===== config.mk =====
export PLATFORM = sky130hd
export DESIGN_NAME = switch_pick_conditioner
export DESIGN_NICKNAME = d
export VERILOG_FILES = /design/src/rtl/switch_pick_conditioner.sv
export SDC_FILE = /design/constraint.sdc
export NUM_CORES = 1
export LEC_CHECK = 0
export ABC_AREA = 1
export BUFFER_PORTS_ARGS = -buffer_cell sky130_fd_sc_hd__buf_2
export CORE_ASPECT_RATIO = 1.1
export CORE_MARGIN = 3
export CORE_UTILIZATION = 50
export DETAILED_ROUTE_END_ITERATION = 7
export PLACE_DENSITY = 0.66
export SLEW_MARGIN = 10
export SYNTH_ARGS = -nofsm -noshare
export SYNTH_HDL_FRONTEND = slang
export SYNTH_SLANG_ARGS = --single-unit
export TNS_END_PERCENT = 30

===== constraint.sdc =====
create_clock -name CLOCK_50 -period 4.45 [get_ports CLOCK_50]
set_input_delay 0.2225 -clock CLOCK_50 [delete_from_list [all_inputs] [get_ports CLOCK_50]]
set_output_delay 0.2225 -clock CLOCK_50 [all_outputs]
set_load 0.05 [all_outputs]

===== src/rtl/switch_pick_conditioner.sv =====
// Tile switch front end: synchronises and debounces SW, queues one pick per
// debounced rising flip of an unmatched tile, and hands picks out lowest index first.
module switch_pick_conditioner #(
  parameter int unsigned NUM_SW          = 10,
  parameter int unsigned DEBOUNCE_CYCLES = 1_000_000,
  parameter int unsigned CNT_W           = 20
) (
  input  logic              CLOCK_50,
  input  logic              reset,
  input  logic [NUM_SW-1:0] SW,
  input  logic [NUM_SW-1:0] matched_mask,
  input  logic              pick_ready,
  output logic              pick_valid,
  output logic [3:0]        pick_idx,
  output logic [NUM_SW-1:0] pick_onehot,
  output logic [NUM_SW-1:0] sw_stable
);

  localparam logic [CNT_W-1:0] CNT_MAX = CNT_W'(DEBOUNCE_CYCLES - 1);

  typedef enum logic {IDLE, PRESENT} state_t;

  state_t            state;
  logic [NUM_SW-1:0] sw_s1;
  logic [NUM_SW-1:0] sw_s2;
  logic [NUM_SW-1:0] stable_d;
  logic [NUM_SW-1:0] pending;
  logic [CNT_W-1:0]  cnt [NUM_SW];

  logic [NUM_SW-1:0] rise;
  logic [NUM_SW-1:0] fall;
  logic [NUM_SW-1:0] presented;
  logic [NUM_SW-1:0] withdraw;
  logic [NUM_SW-1:0] avail;
  logic [NUM_SW-1:0] pending_n;
  logic              lo_any;
  logic [3:0]        lo_idx;
  logic [NUM_SW-1:0] lo_hot;

  always_ff @(posedge CLOCK_50) begin
    if (reset) begin
      sw_s1     <= '0;
      sw_s2     <= '0;
      sw_stable <= '0;
      stable_d  <= '0;
      for (int unsigned i = 0; i < NUM_SW; i++) cnt[i] <= '0;
    end else begin
      sw_s1    <= SW;
      sw_s2    <= sw_s1;
      stable_d <= sw_stable;
      // Count consecutive samples disagreeing with the accepted level; flip on the Nth.
      for (int unsigned i = 0; i < NUM_SW; i++) begin
        if (sw_s2[i] == sw_stable[i]) begin
          cnt[i] <= '0;
        end else if (cnt[i] == CNT_MAX) begin
          sw_stable[i] <= ~sw_stable[i];
          cnt[i]       <= '0;
        end else begin
          cnt[i] <= cnt[i] + 1'b1;
        end
      end
    end
  end

  always_comb begin
    rise      = sw_stable & ~stable_d;
    fall      = ~sw_stable & stable_d;
    presented = (state == PRESENT) ? pick_onehot : '0;
    withdraw  = (fall | matched_mask) & ~presented;
    avail     = pending & ~withdraw;
    pending_n = (pending | (rise & ~matched_mask)) & ~withdraw;
    if (state == PRESENT && pick_ready) pending_n = pending_n & ~pick_onehot;
  end

  // Scan from the top so the last hit, i.e. the lowest index, wins.
  always_comb begin
    lo_any = 1'b0;
    lo_idx = '0;
    lo_hot = '0;
    for (int unsigned i = 0; i < NUM_SW; i++) begin
      if (avail[NUM_SW-1-i]) begin
        lo_any = 1'b1;
        lo_idx = 4'(NUM_SW - 1 - i);
        lo_hot = '0;
        lo_hot[NUM_SW-1-i] = 1'b1;
      end
    end
  end

  always_ff @(posedge CLOCK_50) begin
    if (reset) begin
      state       <= IDLE;
      pick_valid  <= 1'b0;
      pick_idx    <= '0;
      pick_onehot <= '0;
      pending     <= '0;
    end else begin
      pending <= pending_n;
      case (state)
        IDLE: begin
          if (lo_any) begin
            pick_idx    <= lo_idx;
            pick_onehot <= lo_hot;
            pick_valid  <= 1'b1;
            state       <= PRESENT;
          end
        end
        PRESENT: begin
          if (pick_ready) begin
            pick_valid <= 1'b0;
            state      <= IDLE;
          end
        end
        default: begin
          pick_valid <= 1'b0;
          state      <= IDLE;
        end
      endcase
    end
  end

endmodule


==> impl_metrics.ini <==
[placement]
gp_congestion = 0.846
dp_hpwl_um = 19900
port_buffers = 47

[hold_path]
hold_class = primary input to register

[layout]
utilization_pct = 60.2
fin_nets = 1912
layout-drive-gt1-share_pct = 11.3
seq_area_sq_um = 7330
final_common_cell = nand2_1
multi_input_area_sq_um = 6470
diodes = 0
fill_cells = 2489
final_cell_mix = nand2_1, nor2_1, inv_1, edfxtp_1, conb_1
area_growth_pct = 16.9

[sta]
rsz0062_at_grt = no
finalHoldViolCount = 0
slew_viol_final = 0
period_minus_slack_ns = 2.36
worst_pin_slew_ns = 0.691
post-route-period-util_pct = 53.1
finalSetupTns_ns = 0
relSlewSlack_pct = 53.6
setup_viol = 0
clock_skew_ns = 0.0130
fmax_mhz = 423

[worst_setup_path]
end_kind = register
startpoint_type = register
required_ns = 4.75
cp_max_fo = 16
crit_type = register to register
cp_data_arrival_time_ns = 2.66

[power]
ir_drop_mv = 0.287
leakagePower_uw = 0.00678
p_per_area_nw_per_um2 = 332

[grt]
grt-ovfl-total = 0
antenna_found_initial = 0
grt_pass1_wl_um = 47500
grt_usage_pct = 18.3
grt_pass1_vias = 10500
grt_max_degree = 55

[synthesis]
synth_cell_types = 54
synth_top_area_share_pct = 42.8
synth_top_area_cell = edfxtp_1
syn_area_per_cell_sq_um = 8.71
synthesis.area_sq_um = 14000
synthTopCellsByArea = edfxtp_1, dfxtp_1, nand2_1, nor2_1, inv_1
ys_ff_latch = 266
yosysSeqAreaShare_pct = 52.2
yosys_warnings = 0
synth_cells = 1613

[floorplanning]
ios = 48
row_count = 63
start_util_pct = 51.5
fp.dieArea_sq_um = 30100
die_y_um = 182
die_w_um = 166
core-area_sq_um = 27300

[cts]
cts_max_level = 1
cts_resized = 0
cts_tree = done
cts_hold_buffers = 11
cts_root_buf = clkbuf_16
cts_setup_buffers = 0
insertion_delay_ns = 0.55
clkTransAtPathRegs_ns = 0.06
cts_buffers = 29
clock_path_buffers = 3
clkSinkCount = 266

[job]
max-cap-violations = 0

[drt]
drtAntennaViolNets = 0
routed_via_density = 4.81
routed_wirelength_um = 27500
firstDrtPassIters = 5
drtIter0Drc = 623
vias = 10900
wl_per_cell_um = 12.2
drc_errors = 0

[run_status]
outcome = complete, no violations
## power by group
part / total, uW / internal [uW] / leakage (uW) / switching [uW]
registers: 2830 / 2750 / 0.00260 / 74.7
logic: 229 / 73.8 / 0.00370 / 155
clock network: 2400 / 1420 / 0.000485 / 977
## final timing paths
path | from | to | slack (ns) | depth (start not counted)
max | cnt[8][0] | cnt[8][15] | 2.09 | 10
min | matched_mask[7] | pending[7] | 0.03 | 4
max reg2reg | cnt[8][0] | cnt[8][15] | 2.09 | 10
min reg2reg | sw_s1[0] | sw_s2[0] | 0.40 | 2
## registers in the layout, indices dropped and copies added, names as in the netlist
name	count
state	1
sw_s2	10
pick_valid	1
cnt	200
stable_d	10
pending	10
sw_s1	10
sw_stable	10
pick_idx	4
pick_onehot	10
## worst max-delay path, stage by stage, from the launching register on
cell and delay [ns]:
edfxtp_1 0.38, ha_1 0.18, nand2_1 0.08, nor2_2 0.15, inv_1 0.08, nor2_1 0.20, nand4_1 0.18, nand2_1 0.47
inv_1 0.20, o21ai_1 0.13, a21oi_1 0.06
## cell usage after synthesis, drive strengths merged
| library cell | count |
|---|---|
| nand3 | 74 |
| a21oi | 103 |
| or2 | 22 |
| nand3b | 3 |
| clkinv | 3 |
| a221oi | 1 |
| clkbuf | 6 |
| a31oi | 9 |
| and2 | 1 |
| xnor2 | 8 |
| o31ai | 1 |
| and3 | 7 |
| nor3b | 27 |
| a21boi | 1 |
| o21a | 5 |
| o211ai | 4 |
| xor2 | 38 |
| o21bai | 5 |
| a211oi | 16 |
| conb | 1 |
| edfxtp | 200 |
| nor2 | 260 |
| dfxtp | 66 |
| nand2 | 281 |
| nor4 | 17 |
| inv | 225 |
| nor3 | 110 |
| nand4 | 36 |
| buf | 17 |
| o21ai | 56 |
| ha | 10 |
## cells by family (layout without fill, tap and decap cells)
group                      count (synthesis)  count (layout)  synth area share (%)
AOI/OAI and AO/OA                        201             201                  7.89
xor gates and xnor gates                  46              46                  2.87
adders and majority gates                 10              10                 0.891
buffers and inverters                    251             341                  7.11
DFF                                      266             266                  52.2
other                                      1             200                0.0267
and+or+nand+nor                          838             838                  29.0
## area by class of cell
type / instances / share of cell area (%)
clock buffer: 46 / 5.62
tap: 357 / 2.72
sequential: 266 / 44.6
multi-input combinational: 1295 / 39.4
timing repair buffer: 59 / 2.15
clock inverter: 8 / 0.289
inverter: 228 / 5.23
## layer usage
metal / wire [um] / global-route usage, % / part of all wire [%] / up-vias
met2: 13200 / 31.7 / 48 / 141
li1: - / - / - / 5776
met5: 0 / 0 / 0 / -
met3: 1150 / 2.92 / 4.2 / 39
met4: 562 / 4.49 / 2.0 / 0
met1: 12600 / 24.1 / 46 / 4921
## metrics by stage
stage,setup WS [ns],power (uW),hold slack [ns],instance area (sq um),cells
final,2.09,5460,0.0253,16400,2259
after global routing,1.75,5680,0.0505,16400,2259
after CTS,2.06,5520,0.000439,16400,2259
after detailed placement,1.92,3100,0.393,15300,2194
after global placement,1.95,3090,0.391,15300,2194
after floorplan,2.69,3030,0.329,14800,1812
(Power assumes the default switching activity.)
